===== src/rtl/ddr_arbiter.sv =====
// Arbitrates the single DDR controller between the display fetch client (priority) and the
// drawing client, masks the controller init period and issues auto-refresh from a credit pool.
module ddr_arbiter #(
  parameter int INIT_WAIT        = 26830,
  parameter int REFRESH_INTERVAL = 1000,
  parameter int REFRESH_WAIT     = 13,
  parameter int MAX_PENDING      = 8,
  parameter int MAX_SKIP         = 4
) (
  input  logic        clk133_p,
  input  logic        rst,
  input  logic        disp_req,
  input  logic [23:0] disp_addr,
  output logic        disp_ack,
  output logic [15:0] disp_rdata,
  input  logic        draw_req,
  input  logic        draw_we,
  input  logic [23:0] draw_addr,
  input  logic [15:0] draw_wdata,
  output logic        draw_ack,
  output logic [15:0] draw_rdata,
  output logic        ddr_read,
  output logic        ddr_write,
  output logic [23:0] ddr_addr,
  output logic [15:0] ddr_wdata,
  output logic        ddr_refresh,
  input  logic        ddr_read_ack,
  input  logic        ddr_write_ack,
  input  logic [15:0] ddr_rdata,
  output logic        refresh_overrun
);
  localparam int CNT_W = $clog2(INIT_WAIT + REFRESH_WAIT + 1);
  localparam int TMR_W = $clog2(REFRESH_INTERVAL + 1);
  localparam int CRD_W = $clog2(MAX_PENDING + 1);
  localparam int SKP_W = $clog2(MAX_SKIP + 1);

  typedef enum logic [2:0] {
    S_INIT = 3'd0, S_IDLE = 3'd1, S_REFRESH = 3'd2, S_RWAIT = 3'd3, S_GRANT = 3'd4, S_GAP = 3'd5
  } state_e;
  typedef enum logic [1:0] {OWN_NONE = 2'd0, OWN_DISP = 2'd1, OWN_DRAW = 2'd2} owner_e;

  state_e            state_q, state_d;
  owner_e            owner_q, owner_d;
  logic [CNT_W-1:0]  cnt_q, cnt_d;
  logic [TMR_W-1:0]  tmr_q, tmr_d;
  logic [CRD_W-1:0]  credits_q, credits_d;
  logic [SKP_W-1:0]  skip_q, skip_d;
  logic              we_q, we_d;
  logic [23:0]       addr_q, addr_d;
  logic [15:0]       wdata_q, wdata_d;
  logic [15:0]       disp_rdata_q, disp_rdata_d;
  logic [15:0]       draw_rdata_q, draw_rdata_d;
  logic              overrun_q, overrun_d;
  logic              refresh_q, disp_ack_q, draw_ack_q;
  logic              credit_add_s, credit_use_s, ack_hit_s;

  // State register and registered client/refresh outputs
  always_ff @(negedge clk133_p or negedge rst) begin
    if (!rst) begin
      state_q      <= S_INIT;
      owner_q      <= OWN_NONE;
      cnt_q        <= {CNT_W{1'b0}};
      tmr_q        <= {TMR_W{1'b0}};
      credits_q    <= {CRD_W{1'b0}};
      skip_q       <= {SKP_W{1'b0}};
      we_q         <= 1'b0;
      addr_q       <= 24'h000000;
      wdata_q      <= 16'h0000;
      disp_rdata_q <= 16'h0000;
      draw_rdata_q <= 16'h0000;
      overrun_q    <= 1'b0;
      refresh_q    <= 1'b0;
      disp_ack_q   <= 1'b0;
      draw_ack_q   <= 1'b0;
    end else begin
      state_q      <= state_d;
      owner_q      <= owner_d;
      cnt_q        <= cnt_d;
      tmr_q        <= tmr_d;
      credits_q    <= credits_d;
      skip_q       <= skip_d;
      we_q         <= we_d;
      addr_q       <= addr_d;
      wdata_q      <= wdata_d;
      disp_rdata_q <= disp_rdata_d;
      draw_rdata_q <= draw_rdata_d;
      overrun_q    <= overrun_d;
      refresh_q    <= (state_d == S_REFRESH);
      disp_ack_q   <= (state_d == S_GAP) && (owner_d == OWN_DISP);
      draw_ack_q   <= (state_d == S_GAP) && (owner_d == OWN_DRAW);
    end
  end

  // Refresh timer and credit pool; a simultaneous add and consume cancel out
  always_comb begin
    credit_add_s = (state_q != S_INIT) && (tmr_q == TMR_W'(REFRESH_INTERVAL - 1));
    credit_use_s = (state_q == S_REFRESH);
    if ((state_q == S_INIT) || credit_add_s) begin
      tmr_d = {TMR_W{1'b0}};
    end else begin
      tmr_d = tmr_q + TMR_W'(1);
    end
    if (credit_add_s && !credit_use_s && (credits_q != CRD_W'(MAX_PENDING))) begin
      credits_d = credits_q + CRD_W'(1);
    end else if (credit_use_s && !credit_add_s) begin
      credits_d = credits_q - CRD_W'(1);
    end else begin
      credits_d = credits_q;
    end
    overrun_d = overrun_q || (credits_d == CRD_W'(MAX_PENDING));
  end

  // Next-state, grant capture and skip accounting
  always_comb begin
    state_d      = state_q;
    owner_d      = owner_q;
    cnt_d        = cnt_q;
    skip_d       = skip_q;
    we_d         = we_q;
    addr_d       = addr_q;
    wdata_d      = wdata_q;
    disp_rdata_d = disp_rdata_q;
    draw_rdata_d = draw_rdata_q;
    ack_hit_s    = we_q ? ddr_write_ack : ddr_read_ack;
    case (state_q)
      S_INIT: begin
        if (cnt_q == CNT_W'(INIT_WAIT - 1)) begin
          state_d = S_IDLE;
          cnt_d   = {CNT_W{1'b0}};
        end else begin
          cnt_d = cnt_q + CNT_W'(1);
        end
      end
      S_IDLE: begin
        if (credits_q != {CRD_W{1'b0}}) begin
          state_d = S_REFRESH;
        end else if (draw_req && ((skip_q == SKP_W'(MAX_SKIP)) || !disp_req)) begin
          state_d = S_GRANT;
          owner_d = OWN_DRAW;
          we_d    = draw_we;
          addr_d  = draw_addr;
          wdata_d = draw_wdata;
          skip_d  = {SKP_W{1'b0}};
        end else if (disp_req) begin
          state_d = S_GRANT;
          owner_d = OWN_DISP;
          we_d    = 1'b0;
          addr_d  = disp_addr;
          skip_d  = draw_req ? (skip_q + SKP_W'(1)) : {SKP_W{1'b0}};
        end else begin
          state_d = S_IDLE;
        end
      end
      S_REFRESH: begin
        state_d = S_RWAIT;
        cnt_d   = {CNT_W{1'b0}};
      end
      S_RWAIT: begin
        if (cnt_q == CNT_W'(REFRESH_WAIT - 1)) begin
          state_d = S_IDLE;
          cnt_d   = {CNT_W{1'b0}};
        end else begin
          cnt_d = cnt_q + CNT_W'(1);
        end
      end
      S_GRANT: begin
        // an ack for the other direction is ignored; there is no grant timeout
        if (ack_hit_s) begin
          state_d = S_GAP;
          if (!we_q && (owner_q == OWN_DISP)) begin
            disp_rdata_d = ddr_rdata;
          end else if (!we_q && (owner_q == OWN_DRAW)) begin
            draw_rdata_d = ddr_rdata;
          end else begin
            draw_rdata_d = draw_rdata_q;
          end
        end else begin
          state_d = S_GRANT;
        end
      end
      S_GAP: begin
        state_d = S_IDLE;
        owner_d = OWN_NONE;
      end
      default: begin
        state_d = S_INIT;
        owner_d = OWN_NONE;
        cnt_d   = {CNT_W{1'b0}};
      end
    endcase
  end

  // DDR strobes drop combinationally in the ack cycle so the controller cannot re-issue
  always_comb begin
    ddr_read  = 1'b0;
    ddr_write = 1'b0;
    if (state_q == S_GRANT) begin
      ddr_read  = !we_q && !ddr_read_ack;
      ddr_write = we_q && !ddr_write_ack;
    end else begin
      ddr_read  = 1'b0;
      ddr_write = 1'b0;
    end
  end

  assign ddr_addr        = addr_q;
  assign ddr_wdata       = wdata_q;
  assign ddr_refresh     = refresh_q;
  assign disp_ack        = disp_ack_q;
  assign draw_ack        = draw_ack_q;
  assign disp_rdata      = disp_rdata_q;
  assign draw_rdata      = draw_rdata_q;
  assign refresh_overrun = overrun_q;
endmodule

===== config.mk =====
export PLATFORM = sky130hd
export DESIGN_NAME = ddr_arbiter
export DESIGN_NICKNAME = d
export VERILOG_FILES = /design/src/rtl/ddr_arbiter.sv
export SDC_FILE = /design/constraint.sdc
export NUM_CORES = 1
export LEC_CHECK = 0
export BUFFER_PORTS_ARGS = -buffer_cell sky130_fd_sc_hd__clkbuf_2
export CORE_UTILIZATION = 34
export DETAILED_ROUTE_END_ITERATION = 6
export PLACE_DENSITY_LB_ADDON = 0.05
export SYNTH_ARGS = -nofsm -noshare
export SYNTH_HDL_FRONTEND = slang
export SYNTH_SLANG_ARGS = --single-unit

===== constraint.sdc =====
create_clock -name clk133_p -period 4.5 [get_ports clk133_p]
set_clock_uncertainty 0.1 [all_clocks]
set_input_delay 0.225 -clock clk133_p [delete_from_list [all_inputs] [get_ports clk133_p]]
set_output_delay 0.225 -clock clk133_p [all_outputs]
set_load 0.005 [all_outputs]

==> flow_metrics.py, run 1 <==
metrics = {
    "global_routing": {
        "grt_pass1_wl_mm": 19.49,
        "antenna_found_initial": 0,
        "grt-ovfl-total": 0,
        "grt_usage": 0.1564,
        "grt_max_degree": 52,
        "grt_pass1_vias": 3856,
    },
    "die": {
        "initial_utilization": 0.3504,
        "die_w_um": 127.6,
        "fp-row-count": 45,
        "die-area_um2": 16290,
        "pin_count": 165,
        "die_y_um": 127.6,
        "core_um2": 15310,
    },
    "synthesis": {
        "synth_enable_flop_cells": 0,
        "async_reset_ff_frac": 1.000,
        "syn_inst": 467,
        "synth-simple-area-share": 0.1422,
        "synth_area_um2": 5366,
        "synth_area_leader_cell": "dfrtn_1",
        "yosysSeqAreaShare": 0.5316,
        "synthTopCellsByArea": "dfrtn_1 (53%), mux2_2 (8.0%), mux2i_1 (5.2%), nor2_1 (3.4%), a21oi_1 (3.4%)",
        "ys_top_cells_by_count": "dfrtn_1 (114), nor2_1 (49), mux2_2 (38)",
        "yosys_warnings": 0,
        "syn_avg_cell_area_um2": 11.49,
        "yosysMostFrequentCell": "dfrtn_1",
        "ys_seq_elements": 114,
        "synth_cell_types": 57,
        "ys.flop_type": "dfrtn_1",
        "synth_top_family_by_area": "multiplexers",
        "synth-compound-area-share": 0.08207,
        "synth-adder-area-share": 0.02098,
        "syn_nets": 563,
        "synth_top_area_frac": 0.5316,
        "synthXorXnorAreaFrac": 0.02285,
        "synthMuxAreaShare": 0.1627,
    },
    "timing": {
        "tightest_slew_ns": 0.9279,
        "slew_violations": 0,
        "final.setup.tns_ns": 0,
        "rsz0062_at_grt": "false",
        "slew_headroom": 0.3814,
        "setup_violations": 0,
        "hold_slack_ns": 0.3029,
        "final_hold_viol_count": 0,
    },
    "setup_path": {
        "cp.required_ns": 4.18,
        "path_cells": "nor2_4 -> nand2_1 -> nor3b_1 -> clkbuf_2",
        "r2r_cells": 7,
        "path_max_fanout": 12,
        "worstPathArrival_ns": 3.85,
        "r2r_slack_ns": 1.82,
        "start_kind": "register",
        "crit_path_end_kind": "output port",
        "worstSetupEndpoint": "ddr_write",
        "cpPeakStageDelay_ns": 0.50,
        "crit_type": "register to output port",
        "worstReg2RegStart": "cnt_q[0]",
        "crit_path_top_delay_cell": "dfrtn_1",
        "r2r_end": "cnt_q[9]",
        "startpoint": "state_q[1]",
    },
    "placement": {
        "hpwl_mm": 8.788,
        "routabilityCongestion": 0.7735,
        "portBuffers": 164,
    },
    "run": {
        "cap_violations": 0,
    },
    "clocking": {
        "cts_sinks": 114,
        "numCtsBuffers": 17,
        "postCtsSetupBuffers": 0,
        "cts_tree": "yes",
        "h-tree-depth": 4,
        "clock-root-buffer": "clkbuf_16",
        "clk_pin_slew_ns": 0.04,
        "hold_buffers": 0,
        "cts.repair.resized": 0,
        "worstSkewPairLatency_ns": 0.39,
        "clock_path_buffers": 2,
    },
    "drt": {
        "num_vias": 4040,
        "routed_wl_mm": 12.23,
        "drc": 0,
        "ant_nets": 0,
        "viasPerCell": 4.692,
        "dr.pass1.iters": 5,
        "post_drt_wl_per_cell_um": 14.20,
        "drt_first_iter_violations": 147,
    },
    "finish": {
        "syn2layout_area_growth_pct": 29.63,
        "n_fill_cell": 1507,
        "post-route-util": 0.4542,
        "diodes": 0,
        "fin_nets": 733,
        "drive_gt1_frac": 0.4062,
    },
    "worst_hold_path": {
        "hold_start": "tmr_q[0]",
        "hold_class": "register to register",
    },
    "power": {
        "ir_drop_mv": 0.3140,
        "p_leak_nw": 3.471,
        "cellPowerDensity_nw_per_um2": 604.2,
    },
    "outcome": {
        "outcome": "complete, no violations",
    },
}
## worst min path at each step
stage          slack (ns)               to  cells after the start
3_3_place_gp         0.30         tmr_q[0]                      1
4_1_cts              0.31  refresh_overrun                      2
3_5_place_dp         0.31  refresh_overrun                      2
2_1_floorplan        0.28         tmr_q[0]                      1
5_1_grt              0.34         tmr_q[0]                      1
6_report             0.30         tmr_q[0]                      1
## critical path, delay by kind of cell (launching register included)
kind / cells / cell delay [ns]
DFF: 1 / 0.50
and+or+nand+nor: 3 / 0.57
buffers and inverters: 1 / 0.14
## logic make-up (layout without fill, tap and decap cells)
family	Yosys count	in the layout
multiplexers	77	77
adder cells (fa/ha/maj)	9	9
AND/OR/NAND/NOR	142	142
buffers and inverters	39	222
AO/OA/AOI/OAI	72	72
XOR/XNOR	14	14
flip-flops	114	114
## per-layer routing
layer	up-vias	track usage	routed length, um
li1	1996	-	-
met1	1886	0.2059	5846
met2	138	0.2379	5493
met3	20	0.04816	695
met4	0	0.06782	189
met5	-	0	0
## power by group
| group | switching (W) | total, W | leakage, nW | internal (W) |
|---|---|---|---|---|
| Sequential | 0.000223 | 0.00163 | 1.43 | 0.00141 |
| Combinational | 0.000677 | 0.00132 | 1.77 | 0.000641 |
| Clock | 0.000485 | 0.00125 | 0.269 | 0.000770 |
| Total | 0.00139 | 0.00420 | 3.47 | 0.00282 |
## per-stage QoR
step	area [um2]	instances	total power, W	setup WS [ns]
CTS	6957	861	0.004273	0.2979
global placement	6401	829	0.002958	0.4391
finish	6957	861	0.004204	0.3206
floorplan	5366	467	0.002455	0.4602
global route	6957	861	0.004502	0.2274
detailed placement	6401	829	0.002988	0.4253
## layout by cell type, fill, tap and decap left out, types with 3 or more instances in the layout
cell / n
and3_1: 8
a21oi_1: 36
ha_1: 9
clkinv_4: 3
dfrtn_1: 114
nor4_1: 4
xor2_1: 3
clkinv_2: 5
nor3_1: 14
clkinvlp_4: 3
nand2_1: 22
nand4_1: 5
inv_1: 18
nor2_1: 49
clkbuf_2: 163
mux2_4: 11
o21ai_0: 13
xnor2_1: 11
mux2_2: 38
nor3b_1: 4
clkbuf_16: 17
o31ai_1: 3
mux2i_1: 28
nand3_1: 13
and2_1: 4
buf_4: 8
## area by class of cell
type                            instances  area (um2)  area share
Tap cell                              211       264.0     0.03795
Inverter                               18       67.56    0.009712
Timing Repair Buffer                  172       895.9      0.1288
Clock buffer                           19       442.9     0.06367
Clock inverter                         13       112.6     0.01619
Sequential cell                       114        2853      0.4101
Multi-Input combinational cell        314        2321      0.3336
## registers in the layout, indices dropped and copies added (netlist names)
register / cells
credits_q: 4
draw_ack: 1
disp_rdata: 16
ddr_wdata: 16
ddr_refresh: 1
skip_q: 3
state_q: 3
disp_ack: 1
we_q: 1
tmr_q: 10
ddr_addr: 24
cnt_q: 15
draw_rdata: 16
owner_q: 2
refresh_overrun: 1
(Power assumes the default switching activity.)
==> run 2: changes to the inputs <==
--- a/config.mk
+++ b/config.mk
@@ -6,6 +6,7 @@
 export NUM_CORES = 1
 export LEC_CHECK = 0
 export BUFFER_PORTS_ARGS = -buffer_cell sky130_fd_sc_hd__clkbuf_2
+export CORE_MARGIN = 3
 export CORE_UTILIZATION = 34
 export DETAILED_ROUTE_END_ITERATION = 6
 export PLACE_DENSITY_LB_ADDON = 0.05
==> constraint.sdc (replaced) <==
create_clock -name clk133_p -period 4.5 [get_ports clk133_p]
set_clock_uncertainty 0.1 [all_clocks]
set_input_delay 0.225 -clock clk133_p [delete_from_list [all_inputs] [get_ports clk133_p]]
set_output_delay 0.225 -clock clk133_p [all_outputs]
set_load 0.01 [all_outputs]
==> run 2 against run 1 <==
Non-clock buffer count up 1. Hold slack better by 0.030 ns. Sequential power about the same. Die area up 6.4%. Via count up 0.12%. Register-to-register slack about the same. Total power up 6.7%. Core utilization up 0.46 points. Setup slack worse by 0.027 ns. Global-route usage down 0.42 points. Final cell count unchanged. Critical path depth unchanged. Largest cell class unchanged. Largest power group unchanged. Highest routed layer unchanged.
==> flow_metrics.py, run 2 (synthesis gave the netlist of run 1 again) <==
metrics = {
    "outcome": {
        "outcome": "complete, no violations",
    },
    "die": {
        "fp-row-count": 45,
        "die_y_um": 131.6,
        "pin_count": 165,
        "initial_utilization": 0.3504,
        "core_um2": 15310,
        "die_w_um": 131.6,
        "die-area_um2": 17330,
    },
    "drt": {
        "routed_wl_mm": 12.72,
        "num_vias": 4045,
        "ant_nets": 0,
        "viasPerCell": 4.698,
        "dr.pass1.iters": 4,
        "drc": 0,
        "post_drt_wl_per_cell_um": 14.77,
        "drt_first_iter_violations": 149,
    },
    "power": {
        "p_leak_nw": 3.502,
        "p_sw_frac": 0.3306,
        "p_int_w": 0.003001,
        "ir_drop_mv": 0.2966,
        "clockPowerShare": 0.314,
        "switchingPower_w": 0.001482,
        "cellPowerDensity_nw_per_um2": 638.1,
        "combPwrFrac": 0.322,
        "p_seq_frac": 0.364,
    },
    "timing": {
        "setup_violations": 0,
        "rsz0062_at_grt": "false",
        "final.setup.tns_ns": 0,
        "slew_headroom": 0.3877,
        "slew_violations": 0,
        "tightest_slew_ns": 0.9185,
        "hold_slack_ns": 0.3332,
        "setup_slack_ns": 0.2940,
        "final_hold_viol_count": 0,
    },
    "clocking": {
        "clock_path_buffers": 2,
        "cts_tree": "yes",
        "cts_sinks": 114,
        "clk_pin_slew_ns": 0.04,
        "h-tree-depth": 4,
        "cts.repair.resized": 0,
        "numCtsBuffers": 17,
        "postCtsSetupBuffers": 0,
        "worstSkewPairLatency_ns": 0.39,
        "clock-root-buffer": "clkbuf_16",
        "hold_buffers": 0,
    },
    "run": {
        "cap_violations": 0,
    },
    "finish": {
        "drive_gt1_frac": 0.4046,
        "fin_nets": 734,
        "mostFrequentLayoutCell": "clkbuf_2",
        "diodes": 0,
        "n_fill_cell": 1492,
        "largest_register_ffs": 24,
        "syn2layout_area_growth_pct": 30.94,
        "final_cell_mix": "clkbuf_2 (163), dfrtn_1 (114), nor2_1 (49), mux2_2 (38), a21oi_1 (36)",
        "post-route-util": 0.4588,
    },
    "setup_path": {
        "crit_path_end_kind": "output port",
        "path_max_fanout": 12,
        "cp.required_ns": 4.18,
        "start_kind": "register",
        "crit_type": "register to output port",
        "worstPathArrival_ns": 3.88,
        "r2r_cells": 7,
    },
    "placement": {
        "portBuffers": 164,
        "routabilityCongestion": 0.7718,
        "hpwl_mm": 9.100,
        "post-place-ws_ns": 0.4164,
    },
    "global_routing": {
        "grt_pass1_wl_mm": 21.41,
        "grt_max_degree": 56,
        "grt_usage": 0.1523,
        "grt-ovfl-total": 0,
        "grt_pass1_vias": 4128,
        "antenna_found_initial": 0,
    },
    "worst_hold_path": {
        "hold_class": "register to register",
        "hold-path-cell-count": 2,
    },
}
[run 2: cell types whose count changed in the layout (fill, tap and decap cells not counted)]
cell       delta
inv_6         -1
clkbuf_8      +1
bufinv_16     +3
clkinv_4      -3
clkinv_2      -2
buf_4         +1
clkbuf_1      +1
[run 2: through the flow]
stage	total power [W]	std cells	instance area [um2]
after floorplan	0.002568	467	5366
after global routing	0.004784	861	7027
after global placement	0.003079	830	6409
after detailed placement	0.003116	830	6409
final	0.004484	861	7027
after CTS	0.004554	861	7027
[run 2: path summary, 6_finish.rpt]
kind                                  from              end  slack [ns]
max                             state_q[1]        ddr_write        0.29
min                        refresh_overrun  refresh_overrun        0.33
max reg2reg                       cnt_q[0]        cnt_q[13]        1.81
min reg2reg                refresh_overrun  refresh_overrun        0.33
max in group asynchronous              rst     ddr_addr[20]        1.61
min in group asynchronous              rst    draw_rdata[2]        1.92
[run 2: layout make-up]
type	count	area [um2]	area share
Sequential cell	114	2853	0.4060
Timing Repair Buffer	173	903.4	0.1286
Clock buffer	21	460.4	0.06553
Multi-Input combinational cell	314	2321	0.3303
Clock inverter	10	157.7	0.02244
Inverter	18	67.56	0.009615
Tap cell	211	264.0	0.03757
[run 2: worst max-delay path, cell delays in order (launching register included)]
cell      delay [ns]
dfrtn_1         0.49
nor2_4          0.24
nand2_1         0.14
nor3b_1         0.22
clkbuf_2        0.16
[run 2: power by group through the flow]
| stage | logic, W | clock network (W) | registers (W) |
|---|---|---|---|
| 6_report | 0.00144 | 0.00141 | 0.00163 |
| 3_3_place_gp | 0.00144 | 0 | 0.00164 |
| 3_5_place_dp | 0.00147 | 0 | 0.00165 |
| 2_1_floorplan | 0.000826 | 0 | 0.00174 |
| 4_1_cts | 0.00147 | 0.00144 | 0.00164 |
| 5_1_grt | 0.00160 | 0.00149 | 0.00169 |
[run 2: metal layers]
metal	GRT usage	vias to the layer above	part of all wire
li1	-	1994	-
met1	0.2073	1919	0.47
met2	0.2307	120	0.46
met3	0.05130	12	0.060
met4	0.04551	0	0.010
met5	0	-	0
==> run 3: changes to the inputs <==
--- a/config.mk
+++ b/config.mk
@@ -8,8 +8,10 @@
 export BUFFER_PORTS_ARGS = -buffer_cell sky130_fd_sc_hd__clkbuf_2
 export CORE_MARGIN = 3
 export CORE_UTILIZATION = 34
+export CTS_CLUSTER_DIAMETER = 200
 export DETAILED_ROUTE_END_ITERATION = 6
 export PLACE_DENSITY_LB_ADDON = 0.05
+export SETUP_SLACK_MARGIN = 0.1
 export SYNTH_ARGS = -nofsm -noshare
 export SYNTH_HDL_FRONTEND = slang
 export SYNTH_SLANG_ARGS = --single-unit
==> constraint.sdc (replaced) <==
create_clock -name clk133_p -period 4.17 [get_ports clk133_p]
set_clock_uncertainty 0.1 [all_clocks]
set_input_delay 0.2085 -clock clk133_p [delete_from_list [all_inputs] [get_ports clk133_p]]
set_output_delay 0.2085 -clock clk133_p [all_outputs]
set_load 0.01 [all_outputs]
==> run 3 against run 2 <==
Via count grew 1.3%. Global-route usage up 0.18 points. Sequential share of layout area shrank 0.14 points. Setup slack gained 0.026 ns. Clock power grew 3%. Sequential cell count unchanged. Non-clock buffer count rose by 4. Core utilization is 0.16 points higher. Final cell count grew 0.58%. Routed wire length about the same.
==> flow_metrics.py, run 3 (synthesis gave the netlist of run 1 again) <==
metrics = {
    "worst_hold_path": {
        "worstHoldEndpoint": "tmr_q[0]",
        "hold-path-cell-count": 1,
        "hold_start": "tmr_q[0]",
        "hold_class": "register to register",
    },
    "timing": {
        "rsz0062_at_grt": "false",
        "slew_violations": 0,
        "setup_violations": 0,
        "final_hold_viol_count": 0,
        "final.setup.tns_ns": 0,
        "setup_slack_ns": 0.3201,
        "tightest_slew_ns": 0.9290,
        "slew_headroom": 0.3807,
    },
    "finish": {
        "finalInstanceArea_um2": 7051,
        "fin_nets": 738,
        "mostFrequentLayoutCell": "clkbuf_2",
        "syn2layout_area_growth_pct": 31.38,
        "largest_register_ffs": 24,
        "diodes": 0,
        "final_cell_mix": "clkbuf_2 (163), dfrtn_1 (114), nor2_1 (49), mux2_2 (38), a21oi_1 (36)",
        "multiInputGateArea_um2": 2321,
        "drive_gt1_frac": 0.4122,
        "n_fill_cell": 1494,
        "ff_latch_area_um2": 2853,
    },
    "drt": {
        "num_vias": 4098,
        "post_drt_wl_per_cell_um": 14.68,
        "drc": 0,
        "ant_nets": 0,
        "dr.pass1.iters": 4,
        "viasPerCell": 4.732,
        "drt_first_iter_violations": 192,
        "routed_wl_mm": 12.71,
    },
    "power": {
        "clockPowerShare": 0.302,
        "p_int_w": 0.003153,
        "p_leak_nw": 3.522,
        "switchingPower_w": 0.001627,
        "combPwrFrac": 0.330,
        "p_seq_frac": 0.367,
        "cellPowerDensity_nw_per_um2": 677.9,
        "ir_drop_mv": 0.3096,
        "p_sw_frac": 0.3404,
    },
    "setup_path": {
        "cp.required_ns": 3.86,
        "cpPeakStageDelay_ns": 0.39,
        "crit_path_top_delay_cell": "dfrtn_1",
        "r2r_cells": 7,
        "path_cells": "nor2_4 -> nand2_1 -> nor3b_1 -> clkbuf_2",
        "crit_type": "register to output port",
        "path_max_fanout": 4,
        "r2r_end": "cnt_q[11]",
        "r2r_slack_ns": 1.45,
        "worstPathArrival_ns": 3.54,
        "crit_path_end_kind": "output port",
        "start_kind": "register",
        "worstReg2RegStart": "cnt_q[0]",
    },
    "clocking": {
        "numCtsBuffers": 17,
        "clock_path_buffers": 2,
        "hold_buffers": 0,
        "cts_tree": "yes",
        "cts.repair.resized": 0,
        "cts_sinks": 114,
        "worstSkewPairLatency_ns": 0.39,
        "h-tree-depth": 4,
        "clock-root-buffer": "clkbuf_16",
        "clk_pin_slew_ns": 0.04,
        "postCtsSetupBuffers": 0,
    },
    "placement": {
        "post_dp_cell_area_um2": 6414,
        "portBuffers": 164,
        "routabilityCongestion": 0.8036,
        "hpwl_mm": 9.222,
        "post-place-ws_ns": 0.2678,
    },
    "global_routing": {
        "grt-ovfl-total": 0,
        "grt_max_degree": 52,
        "grt_pass1_vias": 4145,
        "grt_usage": 0.1541,
        "grt_pass1_wl_mm": 21.56,
        "antenna_found_initial": 0,
    },
    "die": {
        "fp-row-count": 45,
        "core_um2": 15310,
        "die_w_um": 131.6,
        "die-area_um2": 17330,
        "die_y_um": 131.6,
        "initial_utilization": 0.3504,
        "pin_count": 165,
    },
    "run": {
        "cap_violations": 0,
    },
    "outcome": {
        "outcome": "complete, no violations",
    },
}
==> run 3: worst max-delay path: cells and delay by family, from the launching register on <==
kind / cells / cell delay [ns]
flip-flops: 1 / 0.39
AND/OR/NAND/NOR: 3 / 0.52
buffers and inverters: 1 / 0.16
==> run 3: worst max-delay path by stage <==
| stage | endpoint | slack, ns | startpoint |
|---|---|---|---|
| floorplan | ddr_write | 0.20 | state_q[2] |
| global placement | disp_rdata[9] | 0.29 | ddr_read_ack |
| detailed placement | disp_rdata[6] | 0.27 | ddr_read_ack |
| CTS | ddr_write | 0.14 | state_q[1] |
| global route | ddr_write | 0.18 | state_q[1] |
| finish | ddr_write | 0.32 | state_q[1] |
==> run 3: metal layers <==
layer	wire, um	GRT usage	vias to the layer above
met1	5879	0.2016	1954
met5	0	0	-
met3	699	0.04862	17
li1	-	-	2006
met2	5891	0.2395	121
met4	242	0.05776	0
==> run 3: layout make-up <==
class,instances,area share
Sequential cell,114,0.4046
Timing Repair Buffer,177,0.1342
Clock inverter,12,0.01881
Tap cell,211,0.03744
Multi-Input combinational cell,314,0.3292
Clock buffer,20,0.06619
Inverter,18,0.009583
==> run 3: power groups by stage <==
stage | Clock, W | Combinational (W) | Sequential (W)
global placement | 0 | 0.00156 | 0.00176
CTS | 0.00149 | 0.00159 | 0.00177
detailed placement | 0 | 0.00158 | 0.00178
floorplan | 0 | 0.000892 | 0.00188
global route | 0.00155 | 0.00176 | 0.00181
finish | 0.00145 | 0.00158 | 0.00176
==> run 3: stage by stage <==
stage | cells | total power, W | util | hold slack (ns)
floorplan | 467 | 0.002771 | - | 0.2797
global placement | 829 | 0.003323 | 0.4188 | 0.2986
detailed placement | 829 | 0.003363 | 0.4188 | 0.3053
CTS | 861 | 0.004846 | 0.4579 | 0.3080
global route | 866 | 0.005112 | 0.4604 | 0.3520
finish | 866 | 0.004780 | 0.4604 | 0.3047
